`src/rtl/cursor_controller.sv`:
```
`default_nettype none
// ============================================================================
// Module   : cursor_controller
// Function : debounced direction levels -> single moves with hold auto-repeat
//            on a COLS x ROWS grid. Define CURSOR_WRAP_EN to wrap at the edges
//            (default: saturate).
// Revision : 1.0
// ============================================================================
module cursor_controller #(
    parameter int COLS          = 8,
    parameter int ROWS          = 6,
    parameter int XW            = 3,
    parameter int YW            = 3,
    parameter int HOLD_CYCLES   = 25000000,
    parameter int REPEAT_CYCLES = 5000000
) (
    input  logic          clk,
    input  logic          rst,
    input  logic          up,
    input  logic          right,
    input  logic          down,
    input  logic          left,
    output logic [XW-1:0] cur_x,
    output logic [YW-1:0] cur_y,
    output logic          move_pulse,
    output logic [1:0]    move_dir
);

    localparam logic [1:0] S_IDLE   = 2'd0;
    localparam logic [1:0] S_HOLD   = 2'd1;
    localparam logic [1:0] S_REPEAT = 2'd2;

    localparam logic [XW-1:0] C_X_MAX     = XW'(COLS - 1);
    localparam logic [YW-1:0] C_Y_MAX     = YW'(ROWS - 1);
    localparam logic [31:0]   C_HOLD_LAST = 32'(HOLD_CYCLES - 1);
    localparam logic [31:0]   C_REP_LAST  = 32'(REPEAT_CYCLES - 1);
`ifdef CURSOR_WRAP_EN
    localparam logic          C_WRAP      = 1'b1;
`else
    localparam logic          C_WRAP      = 1'b0;
`endif

    logic [3:0]    in_q;
    logic [1:0]    state, state_nxt;
    logic [31:0]   cnt, cnt_nxt;
    logic [1:0]    dir_q, dir_nxt;
    logic          issue;
    logic [1:0]    issue_dir;
    logic          valid_press;
    logic          held_same;
    logic [1:0]    press_dir;
    logic [XW-1:0] x_nxt;
    logic [YW-1:0] y_nxt;
    logic          moved;

    assign valid_press = $onehot(in_q);
    assign held_same   = (in_q == (4'b0001 << dir_q));

    always_comb begin
        press_dir = 2'd0;
        for (int b = 0; b < 4; b++) begin
            if (in_q[b]) press_dir = 2'(b);
        end
    end

    always_ff @(posedge clk or posedge rst) begin
        if (rst) begin
            state <= S_IDLE;
            in_q  <= 4'd0;
            cnt   <= 32'd0;
            dir_q <= 2'd0;
        end else begin
            state <= state_nxt;
            in_q  <= {left, down, right, up};
            cnt   <= cnt_nxt;
            dir_q <= dir_nxt;
        end
    end

    always_comb begin
        state_nxt = state;
        cnt_nxt   = cnt;
        dir_nxt   = dir_q;
        issue     = 1'b0;
        issue_dir = dir_q;
        case (state)
            S_IDLE: begin
                if (valid_press) begin
                    issue     = 1'b1;
                    issue_dir = press_dir;
                    dir_nxt   = press_dir;
                    cnt_nxt   = 32'd0;
                    state_nxt = S_HOLD;
                end
            end
            S_HOLD, S_REPEAT: begin
                // Any change in the pressed set, including a second button, aborts the run.
                if (!held_same) begin
                    state_nxt = S_IDLE;
                end else if (cnt == ((state == S_HOLD) ? C_HOLD_LAST : C_REP_LAST)) begin
                    issue     = 1'b1;
                    cnt_nxt   = 32'd0;
                    state_nxt = S_REPEAT;
                end else begin
                    cnt_nxt = cnt + 32'd1;
                end
            end
            default: state_nxt = S_IDLE;
        endcase
    end

    always_comb begin
        x_nxt = cur_x;
        y_nxt = cur_y;
        if (issue) begin
            case (issue_dir)
                2'd0:    y_nxt = (cur_y != '0)      ? cur_y - YW'(1) : (C_WRAP ? C_Y_MAX : cur_y);
                2'd1:    x_nxt = (cur_x != C_X_MAX) ? cur_x + XW'(1) : (C_WRAP ? '0 : cur_x);
                2'd2:    y_nxt = (cur_y != C_Y_MAX) ? cur_y + YW'(1) : (C_WRAP ? '0 : cur_y);
                default: x_nxt = (cur_x != '0)      ? cur_x - XW'(1) : (C_WRAP ? C_X_MAX : cur_x);
            endcase
        end
        moved = (x_nxt != cur_x) || (y_nxt != cur_y);
    end

    always_ff @(posedge clk or posedge rst) begin
        if (rst) begin
            cur_x      <= '0;
            cur_y      <= '0;
            move_pulse <= 1'b0;
            move_dir   <= 2'd0;
        end else begin
            cur_x      <= x_nxt;
            cur_y      <= y_nxt;
            move_pulse <= moved;
            if (moved) move_dir <= issue_dir;
        end
    end

endmodule
`default_nettype wire

```
`config.mk`:
```
export PLATFORM = sky130hd
export DESIGN_NAME = cursor_controller
export DESIGN_NICKNAME = d
export VERILOG_FILES = /design/src/rtl/cursor_controller.sv
export SDC_FILE = /design/constraint.sdc
export NUM_CORES = 1
export LEC_CHECK = 0
export ABC_CLOCK_PERIOD_IN_PS = 4800
export BUFFER_PORTS_ARGS = -buffer_cell sky130_fd_sc_hd__buf_2
export CAP_MARGIN = 20
export CELL_PAD_IN_SITES_DETAIL_PLACEMENT = 0
export CELL_PAD_IN_SITES_GLOBAL_PLACEMENT = 2
export CORE_MARGIN = 2
export CORE_UTILIZATION = 42
export DETAILED_ROUTE_END_ITERATION = 16
export PLACE_DENSITY = 0.93
export SLEW_MARGIN = 40
export SYNTH_ARGS = -nofsm -noshare
export SYNTH_HDL_FRONTEND = slang
export SYNTH_SLANG_ARGS = --single-unit
```
`constraint.sdc`:
```
create_clock -name clk -period 4.8 [get_ports clk]
set_input_delay 0.72 -clock clk [delete_from_list [all_inputs] [get_ports clk]]
set_output_delay 0.72 -clock clk [all_outputs]
set_load 0.005 [all_outputs]
```
# Yosys cells after proc, flatten, opt, wreduce, memory -nomap -nowiden
# Index checks and enable logic that the tools add are counted.
# Widths: inputs -> output; s select.
dict set report totals {
  ff_bits 49
  latchBits 0
  ram_bits 0
  romBits 0
  output_inout_bits 9
  memories 0
}
dict set report op_classes {
  add_sub_neg 8
  mul 0
  n_div 0
  magnitude_cmp 0
  eq_ne 14
  shift 1
  mux 26
  bitwise 0
  n_reduce_logical 10
}
# operator n
set ops {}
lappend ops {{$mux 32} 3}
lappend ops {{$pmux 32 s2} 1}
lappend ops {{$add 32x1->32 const B} 1}
lappend ops {{$eq 32x25->1} 1}
lappend ops {{$mux 25} 1}
lappend ops {{$mux 3} 6}
lappend ops {{$mux 2} 7}
lappend ops {{$pmux 3 s2} 2}
lappend ops {{$ne 3x3->1 const B} 3}
lappend ops {{$add 3x1->3 const B} 2}
lappend ops {{$ne 3x3->1} 2}
lappend ops {{$reduce_bool 3->1} 2}
lappend ops {{$sub 3x1->3 const B} 2}
lappend ops {{$add 1x1->2} 2}
lappend ops {{$eq 2x1->1 const B} 2}
lappend ops {{$eq 2x2->1 const B} 2}
lappend ops {{$eq 4x4->1} 1}
lappend ops {{$logic_not 2->1} 2}
lappend ops {{$mux 1} 4}
lappend ops {{$ne 2x2->1 const B} 2}
lappend ops {{$pmux 2 s2} 1}
lappend ops {{$reduce_or 2->1} 2}
lappend ops {{$shl 1x2->4 const A} 1}
lappend ops {{$add 2x2->3} 1}
lappend ops {{other kinds (6)} 6}

# Longest topological paths before layout
# Gate-level depths: netlist (run 1).
dict set report depth {
  ltp_word 11
  mapped_depth 12
  ltp_nobuf 11
}

# Least setup slack after synthesis (run 1)
# OpenSTA, ideal clock, no wires.
dict set report synth_path {
  path_kind {reg-to-reg}
  startpoint {reg in_q[1]}
  endpoint {reg move_dir[1]}
  setup_time_ps 125
  t_arrival_ps 2863
  t_required_ps 4675
  path_slack_ps 1813
  path_stages_with_launch 12
  n_path_buf 0
  synth_period_minus_slack_ps 2987
  path_cell_list {dfrtp_1 inv_1 fa_1 inv_1 ha_1 ha_1 and4bb_2 mux2_2 mux2_2 nand2b_1 a21oi_2 mux2_2}
}
dict set report synth_via {
  elab_chain_len 11
}
# item line_no
set synth_lines {}
lappend synth_lines {{start: declaration} 43} ;# logic [3:0] in_q;
lappend synth_lines {{start signal: assignment} 74} ;# in_q <= {left, down, right, up};
lappend synth_lines {{$add 1x1->2 (implied by the code) or $mux 1 (tied branches)} {56, 62}}
lappend synth_lines {{$add 2x2->3 (implied by the code) or $mux 2 (tied branches)} {56, 62}}
lappend synth_lines {{$eq 3x1->1 or $mux 2 (tied branches)} {56, 62}}
lappend synth_lines {{$mux 2} 88} ;# if (valid_press) begin
lappend synth_lines {{$mux 2} -}
lappend synth_lines {{$eq 2x2->1 or $logic_not 2->1 (tied branches)} 116} ;# case (issue_dir)
lappend synth_lines {{$reduce_or 2->1 (no source line)} -}
lappend synth_lines {{$pmux 3 s2} 116}
lappend synth_lines {{$mux 3} 115} ;# if (issue) begin
lappend synth_lines {{$ne 3x3->1} 123} ;# moved = (x_nxt != cur_x) || (y_nxt != cur_y);
lappend synth_lines {{$logic_or 1x1->1 (*)} 123}
lappend synth_lines {{via moved} 54} ;# logic moved;
lappend synth_lines {{end signal: assignment} 136} ;# if (moved) move_dir <= issue_dir;
lappend synth_lines {{end: declaration} 26} ;# output logic [1:0] move_dir
# Mark *: on every way through the listed nets, which the timed path passes. The rest lies on a longest branch.
# A chain may end at the register's enable or synchronous reset.

# Worst setup path in the final report (run 1)
dict set report layout_path {
  startpoint {reg in_q[1]}
  endpoint {reg cnt[29]}
}
dict set report layout_via {
  elab_chain_len 5
}
# item line_no
set layout_lines {}
lappend layout_lines {{$add 1x1->2 (implied by the code)} 56} ;# assign valid_press = $onehot(in_q);
lappend layout_lines {{$add 2x2->3 (implied by the code)} 56}
lappend layout_lines {{$eq 3x1->1} 56}
lappend layout_lines {{$ne 2x2->1 (no source line)} -}
lappend layout_lines {{$reduce_and 3->1 (no source line) (*)} -}
lappend layout_lines {{end signal: assignment} 75} ;# cnt <= cnt_nxt;
lappend layout_lines {{end: declaration} 45} ;# logic [31:0] cnt, cnt_nxt;
# Every way passes the cells marked *; elsewhere a longest branch is shown, timed or not.

==> results of run 1 <==
worst max-delay path: stages (launching register included):
cell      delay, ns
dfrtp_1        0.40
inv_1          0.09
fa_1           0.51
inv_1          0.04
ha_1           0.17
ha_1           0.28
nor3b_1        0.35
nand2b_1       0.38
o211ai_1       0.22
buf_2          0.23
or4_1          0.51
a21oi_1        0.15
cells in the final DEF, fill, tap and decap left out, types with 5 or more instances in the layout:
| cell type | instances |
|---|---|
| a21oi_1 | 24 |
| a22o_1 | 5 |
| and3_1 | 10 |
| buf_2 | 15 |
| clkbuf_8 | 5 |
| dfrtp_1 | 49 |
| ha_1 | 14 |
| inv_1 | 19 |
| mux2_2 | 8 |
| nand2_1 | 19 |
| nand2b_1 | 7 |
| nand3_1 | 10 |
| nand4_1 | 9 |
| nor2_1 | 22 |
| nor2b_1 | 8 |
| nor3_1 | 6 |
| nor4_1 | 5 |
| o2111ai_1 | 5 |
| o211ai_1 | 6 |
| o21ai_0 | 28 |
| o31ai_1 | 5 |
| or3_1 | 15 |
| xor2_1 | 5 |
layout make-up:
| class | instances | area share |
|---|---|---|
| Sequential cell | 49 | 0.365 |
| Tap cell | 99 | 0.0369 |
| Inverter | 20 | 0.0231 |
| Clock buffer | 8 | 0.0238 |
| Timing Repair Buffer | 16 | 0.0246 |
| Multi-Input combinational cell | 261 | 0.527 |
logic make-up after synthesis:
logic type      after synthesis  synth area share
flops                        49             0.391
mux                          10            0.0351
compound gates               91             0.191
xor+xnor                      8            0.0223
fa+ha+maj                    15            0.0622
simple gates                137             0.254
buf+inv                      32            0.0447
worst max-delay path by stage:
stage | from | end | slack [ns] | depth (start not counted)
2_1_floorplan | in_q[1] | move_dir[1] | 1.81 | 11
5_1_grt | in_q[1] | cnt[29] | 1.14 | 11
3_5_place_dp | in_q[1] | cnt[29] | 1.38 | 10
6_report | in_q[1] | cnt[29] | 1.42 | 11
4_1_cts | in_q[1] | cnt[29] | 1.35 | 10
3_3_place_gp | in_q[1] | cnt[29] | 1.46 | 10
power groups by stage:
stage / clock (mW) / sequential, mW / combinational (mW)
6_report: 0.240 / 0.530 / 0.546
5_1_grt: 0.264 / 0.544 / 0.620
4_1_cts: 0.249 / 0.531 / 0.552
3_5_place_dp: 0 / 0.539 / 0.549
3_3_place_gp: 0 / 0.538 / 0.546
2_1_floorplan: 0 / 0.528 / 0.430
registers in the layout, summed over array words and instances (netlist names):
register    flops
cur_y           3
cnt            32
move_dir        2
cur_x           3
move_pulse      1
state           2
dir_q           2
in_q            4
metrics by stage:
| step | setup slack (ns) | power (mW) | cell area (um2) | utilization |
|---|---|---|---|---|
| after floorplan | 1.81 | 0.957 | 3140 | - |
| after global placement | 1.46 | 1.08 | 3270 | 0.451 |
| final | 1.42 | 1.32 | 3360 | 0.463 |
| after CTS | 1.35 | 1.33 | 3360 | 0.463 |
| after global routing | 1.14 | 1.43 | 3360 | 0.463 |
| after detailed placement | 1.38 | 1.09 | 3280 | 0.452 |
per-layer routing:
metal | vias up | wire (um)
met5 | - | 0
met4 | 0 | 65
met3 | 5 | 188
met2 | 35 | 3390
met1 | 1278 | 3420
li1 | 1282 | -
==> results.md, run 1 <==
- Starting Density: 0.432
- Arrival time worst endpoint: 3.61 ns
- Antenna violations before repair: 0
- Pins Over Slew Limit: 0
- Crit path required time: 5.03 ns
- Pre-antenna DRT Iters: 4
- CTS HTree Levels: 2
- Final ANT Viol Nets: 0
- Status: completed
- M3 GR Usage: 0.0301
- Min-Delay Path Class: input port to asynchronous set/reset pin
- Inst Count DP: 444
- Synth top area share: 0.391
- Register area: 1230 um2
- Total grt overflow: 0
- Sw Pwr: 0.527 mW
- Layout Skew: 0.00960 ns
- GR Layer Usage met2: 0.298
- CP Max Fanout: 11
- DP HPWL: 5040 um
- Setup crit end kind: register
- Vias in the first global route: 2429
- Relative slew margins: 0.576
- PortBufs: 14
- Static leakage: 1.41 nW
- CTS Buf Count: 5
- Synth unique cells: 57
- Sw Ratio: 0.400
- Tot GR Track Use: 0.179
- Cell count after synthesis: 342
- Measured slew at the worst slew-check pin: 0.637 ns
- First-pass GRT wire length: 12000 um
- Power Density: 392 nW/um2
- TritonCTS Sinks: 49
- Layout Area Growth over Synthesis: 7.14%
- Non-filler cells, final: 453
- Final setup TNS: 0 ns
- Post-cts resize count: 0
- Commonest register cell after synthesis: dfrtp_1
- Clock transition at path regs: 0.09 ns
- Number of remaining DRC errors: 0
- Die X: 90.4 um
- Post-synth top cells: dfrtp_1 (49), o21ai_0 (28), a21oi_1 (24)
- Via count: 2600
- Gpl congestion: 0.816
- Max VDD drop: 0.000233 V
- Synthesized area per cell: 9.17 um2
- Seq pwr share: 0.403
- Top-count cell post-synth: dfrtp_1
- DRT iter0 DRCs: 161
- Clock period minus worst slack: 3.38 ns
- Hold slack: 0.492 ns
- Internal power: 0.790 mW
- Post-CTS Hold Fix Bufs: 0
- Nets: 374
- Layout filler cell count: 736
- Crit path launch type: register
- Synth warn: 0
- Top cells by area, synth: dfrtp_1 (39%), ha_1 (5.6%), o21ai_0 (4.5%)
- Fmax: 296 MHz
- Critical R2R Capture: cnt[29]
- Area of the multi-input gates: 1770 um2
- GRT met1 Usage: 0.246
- Die span in y: 90.4 um
- RSZ-0062 raised after global routing: false
- Vias per cell: 5.74
- Max clock buf depth: 2
- Total of max-cap violations: 0
- Share of async-settable or async-resettable flops after synthesis: 1.00
- DIE AREA: 8180 um2
- Core footprint: 7250 um2
- Share of layout cells above drive strength 1: 0.116
- WS Path Type: register to register
- Routed wire per std cell: 15.6 um
- # IOs: 15
- Diodes inserted: 0
- CTS tree: yes
- Largest net degree at the start of global routing: 50
- Syn_nets: 363
- Leading area contributor after synthesis: dfrtp_1
- Post-synthesis sequential area ratio: 0.391
- Final Hold Fails: 0
- Comb pwr share: 0.415
- # setup viols final: 0
- Cell Rows: 31
- Most Crowded Layer GR: met2
- Synth Cell Area: 3140 um2
- Clk pwr share: 0.182
- Clk Latency, worst-skew pair: 0.30 ns
- Clk root buf: clkbuf_8
- Post-CTS Setup Bufs: 0
- R2R Path Start: in_q[1]
- Routed wire length: 7070 um
- #FFs+latches synth: 49
- R2R depth: 11
- Post-synth EDFFs: 0
- FF-to-FF setup slack: 1.42 ns
- Final period util: 0.704
Note: power is estimated with default switching activity, not from simulation.
==> run 2, diff against run 1 <==
Settings changed: ABC_CLOCK_PERIOD_IN_PS 4800 to 2800, CORE_UTILIZATION 42 to 35, PLACE_DENSITY 0.93 to 0.83.
Clock period 4.8 ns to 2.8 ns, I/O delays scaled along.
==> run 2 against run 1 <==
Compared with the run above:
- worst hold slack got worse by 0.44 ns
- critical path depth did not move
- flip-flop and latch count did not move
- die area rose by 19%
- non-clock buffer count rose by 34
- highest routed layer unchanged
- global-route usage fell by 1.6 points
- final area rose by 15%
- the flow now finishes with violations (negative setup slack)
==> results.md, run 2 (synthesis gave the netlist of run 1 again) <==
- Clock period minus worst slack: 2.96 ns (-0.421 ns)
- Largest registers: cnt (32), in_q (4)
- R2R depth: 11 (unchanged)
- Gpl congestion: 0.814 (-0.22%)
- Setup crit start: in_q[3]
- Status: finished with violations
- Share of layout cells above drive strength 1: 0.255 (+0.139)
- Largest net degree at the start of global routing: 36 (-28%)
- Die X: 98.7 um (+9.1%)
- Via count: 2702 (+3.9%)
- Core footprint: 8720 um2 (+20%)
- RSZ-0062 raised after global routing: true
- Pins Over Slew Limit: 0 (unchanged)
- Static leakage: 1.63 nW (+15%)
- Clk root buf: clkbuf_8
- R2R Path Start: in_q[3]
- Measured slew at the worst slew-check pin: 0.491 ns (-0.146 ns)
- Critical R2R Capture: move_dir[1]
- Most common cell after layout, fill and taps aside: dfrtp_1
- Nets: 408 (+9.1%)
- Total grt overflow: 0 (unchanged)
- DRT iter0 DRCs: 84 (-48%)
- WS Path Type: register to register
- CP max stage delay: 0.55 ns (+0.04 ns)
- Violated checks: negative setup slack
- CTS tree: yes
- Layout Area Growth over Synthesis: 22.9%
- Vias per cell: 5.45 (-5.1%)
- Crit path required time: 3.00 ns (-2.03 ns)
- Top reg by flops: cnt
- Final ANT Viol Nets: 0 (unchanged)
- Final setup TNS: -0.611 ns (-0.611 ns)
- Arrival time worst endpoint: 3.16 ns (-0.45 ns)
- Routed wire per std cell: 15.2 um (-2.5%)
- FF-to-FF setup slack: -0.16 ns (-1.58 ns)
- Clock transition at path regs: 0.10 ns (about the same)
- Hold slack: 0.0529 ns (-0.439 ns)
- Min-Delay Path Class: input port to asynchronous set/reset pin
- Clk Latency, worst-skew pair: 0.31 ns (about the same)
- Cell Rows: 34 (+9.7%)
- Crit-path most repeated cell: mux2_4
- Pre-antenna DRT Iters: 4 (unchanged)
- First-pass GRT wire length: 13200 um (+10%)
- Setup crit end kind: register
- TritonCTS Sinks: 49 (unchanged)
- Layout filler cell count: 848 (+15%)
- Final period util: 1.06 (+0.352)
- Worst Slack Setup Final: -0.158 ns (-1.58 ns)
- Total of max-cap violations: 0 (unchanged)
- DIE AREA: 9740 um2 (+19%)
- CTS Buf Count: 5 (unchanged)
- Starting Density: 0.360 (-0.0728)
- Number of remaining DRC errors: 0 (unchanged)
- Fmax: 338 MHz (+14%)
- Place WS: -0.185 ns (-1.56 ns)
- Worst path cell trace: inv_2, fa_1, inv_2, ha_4, ha_4, and4bb_2, mux2_4, mux2_4, nand2b_4, a21oi_4, mux2_4
- Tot GR Track Use: 0.164 (-0.0158)
- Post-CTS Hold Fix Bufs: 0 (unchanged)
- Antenna violations before repair: 0 (unchanged)
- Max reg flops: 32 (unchanged)
- DP HPWL: 5520 um (+9.6%)
- # setup viols final: 14 (+14)
- CTS HTree Levels: 2 (unchanged)
- Relative slew margins: 0.673 (+0.0971)
- Final Hold Fails: 0 (unchanged)
- Die span in y: 98.7 um (+9.1%)
- Layout Skew: 0.0165 ns (+0.00690 ns)
- PortBufs: 14 (unchanged)
- Max VDD drop: 0.000359 V (+54%)
- Crit path launch type: register
- CP Max Fanout: 5 (-6)
- Routed wire length: 7540 um (+6.7%)
- Power Density: 713 nW/um2 (+82%)
- Tot Pwr: 2.75 mW (+110%)
- # IOs: 15 (unchanged)
- Vias in the first global route: 2730 (+12%)
- Most frequent cells in the layout: dfrtp_1 (49), buf_4 (31), o21ai_0 (25)
- Diodes inserted: 0 (unchanged)
- CP max-delay cell: fa_1
- Max clock buf depth: 2 (unchanged)
-- run 2: changes by cell type in the layout (fill, tap and decap cells not counted), moves of 4 or more --
cell / before / now
buf_4: 1 / 31
a21oi_1: 24 / 18
a21oi_2: 2 / 6
inv_2: 0 / 4
-- run 2: how the worst max path moves through the flow --
stage / to / slack, ns
3_3_place_gp: cnt[23] / -0.13
2_1_floorplan: move_dir[1] / -0.06
4_1_cts: move_dir[1] / -0.16
5_1_grt: move_dir[1] / -0.25
6_report: move_dir[1] / -0.16
3_5_place_dp: move_dir[1] / -0.18
-- run 2: area by class of cell --
class | instances | area [um2] | area share
Clock buffer | 7 | 86.3 | 0.0224
Timing Repair Buffer | 50 | 377 | 0.0977
Tap cell | 108 | 135 | 0.0351
Inverter | 20 | 75.1 | 0.0195
Sequential cell | 49 | 1230 | 0.318
Multi-Input combinational cell | 261 | 1930 | 0.500
Clock inverter | 1 | 30.0 | 0.00779
-- run 2: metrics by stage --
| stage | area (um2) | std cells | util |
|---|---|---|---|
| floorplan | 3170 | 342 | - |
| global placement | 3580 | 485 | 0.411 |
| CTS | 3800 | 495 | 0.436 |
| finish | 3850 | 496 | 0.442 |
| detailed placement | 3580 | 485 | 0.411 |
| global route | 3850 | 496 | 0.442 |
-- run 2: where the power goes --
group | internal (mW) | switching (mW)
logic | 0.617 | 0.674
registers | 0.802 | 0.117
clock network | 0.292 | 0.248
-- run 2: timing repair --
item,in CTS,in global routing
buffers inserted,2,1
resized for setup,18,11
pin swaps,9,4
endpoints found under the setup margin,37,40
-- run 2: worst max-delay path: cells and delay by family (launching register included) --
family	cells	cell delay [ns]
AOI/OAI and AO/OA	1	0.06
muxes	3	0.99
DFF	1	0.37
adders and majority gates	3	0.92
and+or+nand+nor	2	0.43
buffers and inverters	2	0.10
-- run 2: metal layers --
layer | global-route usage | wire length (um)
met1 | 0.226 | 3790
met4 | 0.0464 | 70
met2 | 0.269 | 3540
met3 | 0.0227 | 145
met5 | 0 | 0
==> run 3, diff against run 2 <==
Settings changed: ABC_AREA set to 1, CORE_UTILIZATION 35 to 32, PLACE_DENSITY 0.83 to 0.84.
==> run 3 against run 2 <==
Compared with the run above:
- flip-flop and latch count did not move
- synthesized area rose by 14%
- the run now ends clean
- register-to-register slack improved by 0.29 ns
- clock power fell by 18%
- clock-buffer cell count did not move
==> results.md, run 3 <==
- Status: completed
- Max reg flops: 32 (unchanged)
- Pins Over Slew Limit: 0 (unchanged)
- Leading area contributor after synthesis: dfrtp_1
- CP Max Fanout: 6 (+1)
- Commonest register cell after synthesis: dfrtp_1
- Number of remaining DRC errors: 0 (unchanged)
- First-pass GRT wire length: 15400 um (+16%)
- Die span in y: 110 um (+11%)
- Fin area: 4060 um2 (+5.4%)
- Post-synthesis sequential area ratio: 0.344 (-0.0473)
- Via count: 3274 (+21%)
- Measured slew at the worst slew-check pin: 0.661 ns (+0.170 ns)
- Syn_nets: 530 (+46%)
- CTS HTree Levels: 2 (unchanged)
- Total grt overflow: 0 (unchanged)
- Cell Rows: 38 (+12%)
- Most frequent cells in the layout: nand2_1 (100), inv_1 (68), nor2_1 (54)
- Share of async-settable or async-resettable flops after synthesis: 1.00 (unchanged)
- Final setup TNS: 0 ns (+0.611 ns)
- Final Hold Fails: 0 (unchanged)
- Comb pwr share: 0.543 (+0.074)
- PortBufs: 14 (unchanged)
- Share of layout cells above drive strength 1: 0.173 (-0.0825)
- Relative slew margins: 0.559 (-0.113)
- Synth top area share: 0.344 (-0.0473)
- Place WS: 0.0407 ns (+0.225 ns)
- DP HPWL: 7110 um (+29%)
- Arrival time worst endpoint: 2.86 ns (-0.30 ns)
- Clock transition at path regs: 0.09 ns (about the same)
- Cell count after synthesis: 509 (+49%)
- Clk root buf: clkbuf_8
- Post-synth top cells: nand2_1 (106), inv_1 (73), nor2_1 (59)
- Clk Latency, worst-skew pair: 0.30 ns (about the same)
- Tot GR Track Use: 0.164 (+0.000890)
- Pre-antenna DRT Iters: 4 (unchanged)
- Sw Pwr: 1.38 mW (+33%)
- TritonCTS Sinks: 49 (unchanged)
- Top cells by area, synth: dfrtp_1 (34%), nand2_1 (11%), inv_1 (7.7%)
- Setup crit end kind: register
- Post-synth EDFFs: 0 (unchanged)
- Seq pwr share: 0.308 (-0.026)
- Non-filler cells, final: 673 (+36%)
- Fmax: 375 MHz (+11%)
- Final ANT Viol Nets: 0 (unchanged)
- Min-Delay Path Class: input port to register
- Core footprint: 10800 um2 (+24%)
- Synthesized area per cell: 7.01 um2 (-24%)
- WS Path Type: register to register
- Max VDD drop: 0.000320 V (-11%)
- Top reg by flops: cnt
- Gpl congestion: 0.901 (+11%)
- # setup viols final: 0 (-14)
- Vias in the first global route: 3130 (+15%)
- Crit path launch type: register
- Crit path required time: 2.99 ns (about the same)
- Routed wire length: 9360 um (+24%)
- Antenna violations before repair: 0 (unchanged)
- Synth unique cells: 38 (-33%)
- Synth Cell Area: 3570 um2 (+14%)
- Layout Skew: 0.0112 ns (-0.00532 ns)
- RSZ-0062 raised after global routing: true
- # IOs: 15 (unchanged)
- Post-DP Area: 3830 um2 (+7.0%)
- Max clock buf depth: 2 (unchanged)
- #FFs+latches synth: 49 (unchanged)
- Vias per cell: 4.86 (-11%)
- Inst Count DP: 664 (+37%)
- Layout Area Growth over Synthesis: 13.9%
- Nets: 554 (+36%)
- CTS tree: yes
- Final period util: 0.952 (-0.104)
- Synth warn: 0 (unchanged)
- Diodes inserted: 0 (unchanged)
- Top-count cell post-synth: nand2_1
- Post-CTS Hold Fix Bufs: 0 (unchanged)
- Die X: 110 um (+11%)
- Clk pwr share: 0.149 (-0.047)
- Power Density: 729 nW/um2 (+2.2%)
- Most common cell after layout, fill and taps aside: nand2_1
- Clock period minus worst slack: 2.67 ns (-0.291 ns)
- Static leakage: 1.87 nW (+15%)
- Tot Pwr: 2.96 mW (+7.8%)
- Starting Density: 0.329 (-0.0305)
- DIE AREA: 12000 um2 (+23%)
- DRT iter0 DRCs: 185 (+120%)
- Sw Ratio: 0.465 (+0.0869)
- Largest registers: cnt (32), in_q (4)
- Largest net degree at the start of global routing: 50 (+39%)
- CTS Buf Count: 5 (unchanged)
- Worst Slack Setup Final: 0.134 ns (+0.291 ns)
- Total of max-cap violations: 0 (unchanged)
- Internal power: 1.59 mW (-7.3%)
- Routed wire per std cell: 13.9 um (-8.5%)
[run 3: cell types whose count changed in the layout (fill, tap and decap cells not counted), moves of 10 or more]
cell	change
and3_1	-10
buf_4	-18
inv_1	+52
nand2_1	+81
nand2_2	+11
nand3_1	+31
nor2_1	+35
or3_1	-14
xor2_1	+10
[run 3: kinds of logic after synthesis]
group           share of synthesized area
simple gates                        0.354
buf+inv                             0.103
compound gates                     0.0978
flops                               0.344
xor+xnor                           0.0466
fa+ha+maj                          0.0547
[run 3: path summary, 6_finish.rpt]
path / start / slack [ns] / cells after the start / endpoint
worst max-delay path: in_q[3] / 0.13 / 17 / move_dir[1]
worst min-delay path: up / 0.21 / 1 / in_q[0]
worst max register to register: in_q[3] / 0.13 / 17 / move_dir[1]
worst min register to register: move_dir[0] / 0.49 / 2 / move_dir[0]
max in group asynchronous: rst / 2.07 / 3 / cnt[25]
min in group asynchronous: rst / 0.28 / 3 / cnt[0]
[run 3: per-layer routing]
metal  wire [um]  up-vias  share of wire  track usage
met5           0        -              0            0
met4         128        0          0.014       0.0461
met3         211       11          0.023       0.0213
met2        4170       41           0.44        0.250
met1        4850     1542           0.52        0.244
li1            -     1680              -            -
[run 3: through the flow]
step           utilization  hold WS, ns
2_1_floorplan            -        0.451
3_3_place_gp         0.354        0.456
3_5_place_dp         0.354        0.472
4_1_cts              0.362        0.199
5_1_grt              0.375        0.200
6_report             0.375        0.214
[run 3: timing repair]
| action | 4_1_cts | 5_1_grt |
|---|---|---|
| setup buffers | 0 | 2 |
| resized for setup | 0 | 37 |
| endpoints found under the setup margin | 0 | 16 |
[run 3: power groups by stage]
stage | clock [mW] | combinational, mW | sequential, mW
global placement | 0 | 1.45 | 0.922
global route | 0.484 | 1.81 | 0.934
finish | 0.442 | 1.61 | 0.912
detailed placement | 0 | 1.46 | 0.922
CTS | 0.462 | 1.46 | 0.911
floorplan | 0 | 1.02 | 0.911
[run 3: cell type report]
class,instances,area [um2]
multi-input combinational,369,2100
fill,1164,6780
tap,140,175
inverter,81,307
sequential,49,1230
clock buffer,7,86.3
timing repair buffer,27,168
[run 3: critical path, stage by stage, from the launching register on]
cell	delay, ns
dfrtp_1	0.40
inv_2	0.06
fa_1	0.55
inv_2	0.05
ha_4	0.16
ha_4	0.23
nor2_2	0.13
nand3_2	0.11
nand2_2	0.10
nand2_4	0.09
nor2_2	0.13
nand2_1	0.10
nand2_4	0.10
nand3_2	0.10
nand2_4	0.10
nor2_4	0.04
nand2_1	0.06
nand2_1	0.05
